File: src/rtl/seven_segment_scan_decoder_if.sv
// Multiplexed seven-segment display bus plus the recovered-frame outputs.
// The master drives the scanned display lines and the slave decodes them.
interface seven_segment_scan_decoder_if #(
  parameter int unsigned NUM_DIGITS = 4
);
  logic [6:0]              seg_in;
  logic                    dp_in;
  logic [NUM_DIGITS-1:0]   digit_sel;
  logic [4*NUM_DIGITS-1:0] value_out;
  logic [NUM_DIGITS-1:0]   dp_out;
  logic [NUM_DIGITS-1:0]   blank_out;
  logic                    frame_valid;
  logic                    frame_err;

  modport master (
    output seg_in, dp_in, digit_sel,
    input  value_out, dp_out, blank_out, frame_valid, frame_err
  );

  modport slave (
    input  seg_in, dp_in, digit_sel,
    output value_out, dp_out, blank_out, frame_valid, frame_err
  );
endinterface

File: src/rtl/seven_segment_scan_decoder.sv
// Recovers hex digits from a scanned seven-segment display bus. A digit is
// captured once its pattern has been stable long enough, and a full frame is published.
module seven_segment_scan_decoder #(
  parameter int unsigned NUM_DIGITS    = 4,
  parameter int unsigned SETTLE_CYCLES = 8
) (
  input logic                         clk,
  input logic                         rst,
  seven_segment_scan_decoder_if.slave bus
);

  localparam int unsigned CNT_W = $clog2(SETTLE_CYCLES + 1);
  localparam int unsigned VAL_W = 4 * NUM_DIGITS;

  typedef struct packed {
    logic [NUM_DIGITS-1:0] sel;
    logic [6:0]            seg;
    logic                  dp;
  } sample_t;

  sample_t               pins_c;
  sample_t               s1_q;
  logic [CNT_W-1:0]      cnt_q, cnt_d;
  logic                  stable_c, onehot_c, capture_c, transfer_c;
  logic [3:0]            nib_c;
  logic                  blank_c, err_c;

  logic [NUM_DIGITS-1:0] mask_q, mask_d;
  logic [VAL_W-1:0]      sh_val_q, sh_val_d;
  logic [NUM_DIGITS-1:0] sh_dp_q, sh_dp_d;
  logic [NUM_DIGITS-1:0] sh_blank_q, sh_blank_d;
  logic [NUM_DIGITS-1:0] sh_err_q, sh_err_d;

  logic [VAL_W-1:0]      val_q, val_d;
  logic [NUM_DIGITS-1:0] dp_q, dp_d;
  logic [NUM_DIGITS-1:0] blank_q, blank_d;
  logic                  err_q, err_d;
  logic                  fv_q, fv_d;

  assign pins_c = {bus.digit_sel, bus.seg_in, bus.dp_in};

  // Stability counting: any difference between the pins and the sample restarts it.
  always_comb begin
    stable_c = (pins_c == s1_q);
    cnt_d    = cnt_q;
    if (!stable_c) begin
      cnt_d = '0;
    end else if (cnt_q != CNT_W'(SETTLE_CYCLES)) begin
      cnt_d = cnt_q + CNT_W'(1);
    end
  end

  assign onehot_c   = (s1_q.sel != '0) &&
                      ((s1_q.sel & (s1_q.sel - NUM_DIGITS'(1))) == '0);
  assign capture_c  = stable_c && (cnt_q == CNT_W'(SETTLE_CYCLES - 1)) && onehot_c;
  assign transfer_c = &mask_q;

  // Segment pattern (a..g, MSB first) to hex nibble.
  always_comb begin
    nib_c   = 4'h0;
    blank_c = 1'b0;
    err_c   = 1'b0;
    case (s1_q.seg)
      7'h7E: nib_c = 4'h0;
      7'h30: nib_c = 4'h1;
      7'h6D: nib_c = 4'h2;
      7'h79: nib_c = 4'h3;
      7'h33: nib_c = 4'h4;
      7'h5B: nib_c = 4'h5;
      7'h5F: nib_c = 4'h6;
      7'h70: nib_c = 4'h7;
      7'h7F: nib_c = 4'h8;
      7'h7B: nib_c = 4'h9;
      7'h77: nib_c = 4'hA;
      7'h1F: nib_c = 4'hB;
      7'h4E: nib_c = 4'hC;
      7'h3D: nib_c = 4'hD;
      7'h4F: nib_c = 4'hE;
      7'h47: nib_c = 4'hF;
      7'h00: blank_c = 1'b1;
      default: err_c = 1'b1;
    endcase
  end

  // Transfer first, then capture, so a same-edge capture lands in the new frame.
  always_comb begin
    mask_d     = mask_q;
    sh_val_d   = sh_val_q;
    sh_dp_d    = sh_dp_q;
    sh_blank_d = sh_blank_q;
    sh_err_d   = sh_err_q;
    val_d      = val_q;
    dp_d       = dp_q;
    blank_d    = blank_q;
    err_d      = err_q;
    fv_d       = 1'b0;

    if (transfer_c) begin
      val_d   = sh_val_q;
      dp_d    = sh_dp_q;
      blank_d = sh_blank_q;
      err_d   = |sh_err_q;
      fv_d    = 1'b1;
      mask_d  = '0;
    end

    for (int unsigned i = 0; i < NUM_DIGITS; i++) begin
      if (capture_c && s1_q.sel[i]) begin
        sh_val_d[4*i +: 4] = nib_c;
        sh_dp_d[i]         = s1_q.dp;
        sh_blank_d[i]      = blank_c;
        sh_err_d[i]        = err_c;
        mask_d[i]          = 1'b1;
      end
    end
  end

  always_ff @(posedge clk) begin
    if (rst) begin
      s1_q       <= '0;
      cnt_q      <= '0;
      mask_q     <= '0;
      sh_val_q   <= '0;
      sh_dp_q    <= '0;
      sh_blank_q <= '0;
      sh_err_q   <= '0;
      val_q      <= '0;
      dp_q       <= '0;
      blank_q    <= '0;
      err_q      <= 1'b0;
      fv_q       <= 1'b0;
    end else begin
      s1_q       <= pins_c;
      cnt_q      <= cnt_d;
      mask_q     <= mask_d;
      sh_val_q   <= sh_val_d;
      sh_dp_q    <= sh_dp_d;
      sh_blank_q <= sh_blank_d;
      sh_err_q   <= sh_err_d;
      val_q      <= val_d;
      dp_q       <= dp_d;
      blank_q    <= blank_d;
      err_q      <= err_d;
      fv_q       <= fv_d;
    end
  end

  assign bus.value_out   = val_q;
  assign bus.dp_out      = dp_q;
  assign bus.blank_out   = blank_q;
  assign bus.frame_err   = err_q;
  assign bus.frame_valid = fv_q;

endmodule

File: src/flat_wrapper.sv
// flat-port wrapper written by rule: the top's interface ports become plain ports
module seven_segment_scan_decoder_flat 
#(
  parameter int unsigned NUM_DIGITS    = 4,
  parameter int unsigned SETTLE_CYCLES = 8
)
  (clk, rst, bus_seg_in, bus_dp_in, bus_digit_sel, bus_value_out, bus_dp_out, bus_blank_out, bus_frame_valid, bus_frame_err);
  seven_segment_scan_decoder_if #(.NUM_DIGITS(NUM_DIGITS)) bus_i ();
  input logic clk;
  input logic rst;
  input wire logic [$bits(bus_i.seg_in)-1:0] bus_seg_in;
  input wire logic [$bits(bus_i.dp_in)-1:0] bus_dp_in;
  input wire logic [$bits(bus_i.digit_sel)-1:0] bus_digit_sel;
  output wire logic [$bits(bus_i.value_out)-1:0] bus_value_out;
  output wire logic [$bits(bus_i.dp_out)-1:0] bus_dp_out;
  output wire logic [$bits(bus_i.blank_out)-1:0] bus_blank_out;
  output wire logic [$bits(bus_i.frame_valid)-1:0] bus_frame_valid;
  output wire logic [$bits(bus_i.frame_err)-1:0] bus_frame_err;
  assign bus_i.seg_in = bus_seg_in;
  assign bus_i.dp_in = bus_dp_in;
  assign bus_i.digit_sel = bus_digit_sel;
  assign bus_value_out = bus_i.value_out;
  assign bus_dp_out = bus_i.dp_out;
  assign bus_blank_out = bus_i.blank_out;
  assign bus_frame_valid = bus_i.frame_valid;
  assign bus_frame_err = bus_i.frame_err;
  seven_segment_scan_decoder #(.NUM_DIGITS(NUM_DIGITS), .SETTLE_CYCLES(SETTLE_CYCLES)) u_core (.clk(clk), .rst(rst), .bus(bus_i));
endmodule
File: config.mk
export PLATFORM = sky130hd
export DESIGN_NAME = seven_segment_scan_decoder_flat
export DESIGN_NICKNAME = d
export VERILOG_FILES = /design/src/rtl/seven_segment_scan_decoder_if.sv /design/src/rtl/seven_segment_scan_decoder.sv /design/src/flat_wrapper.sv
export SDC_FILE = /design/constraint.sdc
export NUM_CORES = 1
export LEC_CHECK = 0
export ABC_AREA = 1
export ABC_CLOCK_PERIOD_IN_PS = 2300
export CORE_MARGIN = 2
export CORE_UTILIZATION = 63
export DETAILED_ROUTE_END_ITERATION = 10
export DONT_BUFFER_PORTS = 1
export GPL_ROUTABILITY_DRIVEN = 0
export PLACE_DENSITY = 0.76
export SYNTH_ARGS = -nofsm -noshare
export SYNTH_HDL_FRONTEND = slang
export SYNTH_SLANG_ARGS = --single-unit
export TNS_END_PERCENT = 5
File: constraint.sdc
create_clock -name clk -period 2.3 [get_ports clk]
set_input_delay 0.575 -clock clk [delete_from_list [all_inputs] [get_ports clk]]
set_output_delay 0.575 -clock clk [all_outputs]
set_load 0.1 [all_outputs]
==> results of run 1 <==
kinds of logic after synthesis:
kind of cell,count (synthesis),synth area share (%)
xor gates and xnor gates,7,1.80
DFF,74,43.5
buffers and inverters,87,10.9
adders and majority gates,2,0.735
and+or+nand+nor,265,33.8
AOI/OAI and AO/OA,62,9.19
synth_stat cells:
cell and instances:
nor2_4 2, nor2_8 1, nand4_4 4, nor2_2 2, buf_1 2, nor2_1 96, clkinv_1 1, nor3_1 2
inv_2 8, buf_2 6, a21oi_1 36, xnor2_1 5, a22oi_1 1, ha_1 2, inv_1 58, o21ai_0 25
nand3_1 7, nand4_1 8, buf_6 5, nand2_1 135, dfxtp_1 74, nor4_1 2, clkbuf_1 7, nand2_2 6
xor2_1 2
report_power, final:
part | switching, uW | internal (uW) | leakage [uW]
registers | 23.5 | 1290 | 0.000599
logic | 73.5 | 36.6 | 0.00124
clock network | 489 | 532 | 0.000103
worst paths after layout:
| path | startpoint | endpoint | slack, ps | cells past startpoint |
|---|---|---|---|---|
| min | rst | u_core.s1_q[9] | 290 | 1 |
| min reg2reg | u_core.sh_val_q[14] | u_core.bus.value_out[14] | 450 | 2 |
| max reg2reg | u_core.cnt_q[1] | u_core.sh_err_q[3] | 460 | 8 |
| max | u_core.cnt_q[1] | u_core.sh_err_q[3] | 460 | 8 |
area by class of cell:
| type | count | area, sq um |
|---|---|---|
| timing repair buffer | 29 | 218 |
| multi-input combinational | 336 | 1550 |
| clock inverter | 6 | 65.1 |
| inverter | 67 | 251 |
| tap | 70 | 87.6 |
| clock buffer | 10 | 138 |
| sequential | 74 | 1480 |
| fill | 419 | 1380 |
per-stage QoR:
step                      total power (uW)  hold WS (ps)
after floorplan                       1440           429
after global placement                1450           440
after detailed placement              1450           445
after CTS                             2450           283
after global routing                  2530           280
final                                 2450           287
layer usage:
layer  part of all wire, %  up-vias  track usage, %
met3                   4.1       14            4.19
met5                     0        -               0
li1                      -     1562               -
met4                   2.0        0            11.6
met2                    48       72            41.7
met1                    46     1330            30.7
worst max-delay path: stages (launching register included):
cell and delay [ps]:
dfxtp_1 390, ha_1 190, nand2_1 70, nor2_1 90
nand3_1 110, nor2_4 320, nand4_4 300, a21oi_1 210
nor2_1 50
flip-flops by register name (all words and copies together), names as in the netlist:
signal and count:
u_core.bus.value_out 16, u_core.bus.dp_out 4, u_core.bus.frame_err 1, u_core.bus.blank_out 4, u_core.sh_val_q 16, u_core.cnt_q 4
u_core.sh_err_q 4, u_core.s1_q 12, u_core.bus.frame_valid 1, u_core.sh_blank_q 4, u_core.sh_dp_q 4, u_core.mask_q 4
==> impl_metrics.yaml, run 1 <==
power_and_ir_drop:
  ir_worst_vdd_mv: 0.412
  leakagePower_uw: 0.00195
  powerDensity_nw_per_um2: 645
cts:
  cts_resized: 0
  clk_latency_ps: 350
  numCtsBuffers: 9
  cts_tree: "yes"
  ctsHoldBuffers: 0
  clk_path_buf_depth: 2
  cts_root_buf: "clkbuf_8"
  cts.sinks: 74
  path_clk_slew_ps: 80
  cts_setup_buffers: 0
  htreeDepth: 3
critical_path:
  startpoint_type: "flip-flop"
  required_ps: 2540
  critPathMaxFanout: 15
  worstPathArrival_ps: 2090
  critical_path_class: "flip-flop to flip-flop"
  worstSetupEndpointType: "flip-flop"
global_routing:
  grt_use_total_pct: 24.7
  grt_pass1_vias: 2765
  overflow: 0
  grt_max_degree: 55
  grt_pass1_wl_um: 11900
  antenna_found_initial: 0
yosys:
  yosys_warnings: 0
  ys_ff_latch: 74
  synthTopCellsByArea: "dfxtp_1 (44%), nand2_1 (15%), nor2_1 (11%)"
  avgSynthCellArea_sq_um: 6.85
  ys_seq_area_share_pct: 43.5
  synthCells: 497
  syn_nets: 513
  yosysTopAreaCell: "dfxtp_1"
  yosys.area.top_type_share_pct: 43.5
  syn_area_sq_um: 3400
  synth_cell_type_count: 25
placement:
  place_ws_ps: 468
  placed_cell_area_sq_um: 3590
  dp_hpwl_um: 4630
  placed_cells: 576
  numPortBuffers: 0
drt:
  post-route-drc-count: 0
  antenna_left: 0
  detail_route.iter0.violations: 139
  drt-pass1-iter-count: 8
  wl_um: 6770
  drt-vias-per-instance: 5.03
  num_vias: 2978
  post_drt_wl_per_cell_um: 11.4
floorplan:
  start_util_pct: 65.8
  die_area_sq_um: 6010
  die_h_um: 77.5
  rows: 26
  pin_count: 40
  core-area_sq_um: 5170
  dieWidth_um: 77.5
timing:
  setup_viol: 0
  final.setup.tns_ps: 0
  fin_skew_ps: 7.66
  timing.slew.headroom_pct: 51.0
  tightest_slew_ps: 729
  hold_viol: 0
  fin_ws_ps: 456
  final_max_slew_viol_count: 0
  max_freq_ghz: 0.542
  fin_crit_ps: 1840
  grt_setup_unrepaired: "false"
  min_period_over_period_pct: 80.2
finish:
  instances_no_fill: 592
  final_area_sq_um: 3790
  drive_gt1_share_pct: 13.0
  nNetsFinal: 533
  final_util_pct: 73.3
  final_common_cell: "nand2_1"
  final_cell_mix: "nand2_1 (135), nor2_1 (96), dfxtp_1 (74)"
  diodes: 0
  area_delta_synth_final_pct: 11.4
flow_run:
  max_cap_violations: 0
min_path:
  hp-class: "input pin to flip-flop"
status:
  status: "finished, final reports clean"
No activity file was read; power rests on OpenSTA's default activity.
==> run 2, diff against run 1 <==
Settings changed: ABC_CLOCK_PERIOD_IN_PS 2300 to 1800.
Clock period 2.3 ns to 1.8 ns, I/O delays scaled along.
==> impl_metrics.yaml, run 2 (same netlist as run 1, synthesis figures left out) <==
global_routing:
  grt_pass1_vias: 2915
  grt_use_total_pct: 25.8
  overflow: 0
  antenna_found_initial: 0
  grt_pass1_wl_um: 12400
  grt_max_degree: 51
timing:
  hold_viol: 0
  hold_ws_ps: 158
  fin_crit_ps: 1710
  timing.slew.headroom_pct: 63.1
  setup_viol: 0
  fin_skew_ps: 5.49
  tightest_slew_ps: 550
  max_freq_ghz: 0.586
  min_period_over_period_pct: 94.8
  final_max_slew_viol_count: 0
critical_path:
  r2r_end: "u_core.sh_val_q[9]"
  required_ps: 2080
  worst-r2r-cell-count: 8
  reg2reg_from: "u_core.s1_q[6]"
  worstSetupEndpointType: "flip-flop"
  critical_path_class: "flip-flop to flip-flop"
  worstPathArrival_ps: 1990
  cp-startpoint: "u_core.s1_q[6]"
  critPathMaxFanout: 7
  rrSetupSlack_ps: 90
  startpoint_type: "flip-flop"
status:
  status: "finished, final reports clean"
drt:
  drt-pass1-iter-count: 6
  drt-vias-per-instance: 5.28
  wl_um: 7960
  num_vias: 3217
  post_drt_wl_per_cell_um: 13.1
  detail_route.iter0.violations: 229
  post-route-drc-count: 0
  antenna_left: 0
floorplan:
  core-area_sq_um: 5170
  die_h_um: 77.5
  die_area_sq_um: 6010
  dieWidth_um: 77.5
  pin_count: 40
  start_util_pct: 65.8
  rows: 26
power_and_ir_drop:
  leakagePower_uw: 0.00207
  powerDensity_nw_per_um2: 771
  ir_worst_vdd_mv: 0.720
  fin_total_pwr_uw: 3130
finish:
  nNetsFinal: 550
  multi_input_area_sq_um: 1660
  final_cell_mix: "nand2_1 (132), nor2_1 (95), dfxtp_1 (64)"
  final_util_pct: 78.5
  final_common_cell: "nand2_1"
  drive_gt1_share_pct: 18.6
  instances_no_fill: 609
  fillers: 364
  diodes: 0
  seq_area_sq_um: 1500
  area_delta_synth_final_pct: 19.3
  final_area_sq_um: 4060
cts:
  cts_root_buf: "clkbuf_8"
  clk_path_buf_depth: 2
  cts.sinks: 74
  numCtsBuffers: 9
  htreeDepth: 3
  clk_latency_ps: 350
  path_clk_slew_ps: 80
  cts_tree: "yes"
min_path:
  min_from: "rst"
  hp-class: "input pin to flip-flop"
  whs_endpoint: "u_core.s1_q[9]"
  min_path_cells: 1
flow_run:
  max_cap_violations: 0
placement:
  placed_cell_area_sq_um: 3650
  numPortBuffers: 0
  placed_cells: 581
  dp_hpwl_um: 4880
run 2: what timing repair did:
action	in CTS	in global routing
cloned	0	4
pin swaps	1	10
setup endpoints to repair	1	29
setup buffers	0	8
gates resized for setup	0	26
hold buffers	0	0
run 2: worst max-delay path, stage by stage (launching register included):
cell and delay, ps:
dfxtp_1 470, xnor2_1 170, nand2_1 120, nor2_4 230, buf_6 160, nand4_4 200, nand2_2 120, nand2_1 50
nor2_1 120
run 2: layout make-up:
cell class | instances | area share, %
multi-input cells | 340 | 40.7
flip-flops and latches | 74 | 37.0
repair buffers | 42 | 9.09
inverters | 67 | 6.19
clock buffers | 10 | 3.14
well taps | 70 | 2.16
clock inverters | 6 | 1.66
run 2: worst max path at each step:
stage,to,slack [ps],cells after the start
final,u_core.sh_val_q[9],90,8
after global routing,u_core.sh_val_q[9],-40,11
after CTS,u_core.sh_err_q[3],20,8
after detailed placement,u_core.sh_val_q[14],30,8
after global placement,u_core.sh_err_q[0],80,8
after floorplan,u_core.sh_err_q[3],190,9
run 2: through the flow:
| step | TNS, ps | worst slack [ps] |
|---|---|---|
| 2_1_floorplan | 0 | 187 |
| 3_3_place_gp | 0 | 85.0 |
| 3_5_place_dp | 0 | 28.4 |
| 4_1_cts | 0 | 19.0 |
| 5_1_grt | -60.2 | -41.9 |
| 6_report | 0 | 93.3 |
run 2: layer usage:
metal  up-vias  routed length (um)  global-route usage [%]
met5         -                   0                       0
met3        23                 381                    5.12
met2       103                3940                    43.0
li1       1612                   -                       -
met4         0                 229                    13.2
met1      1479                3420                    31.6
run 2: where the power goes:
| group | total, uW | switching [uW] | internal, uW |
|---|---|---|---|
| logic | 175 | 111 | 64.1 |
| clock network | 1270 | 631 | 642 |
| registers | 1680 | 33.0 | 1650 |
==> run 3, diff against run 2 <==
Settings changed: CTS_CLUSTER_DIAMETER from default to 150.
==> results of run 3 <==
No change in the layout: final DEF, timing and power equal those of run 2.
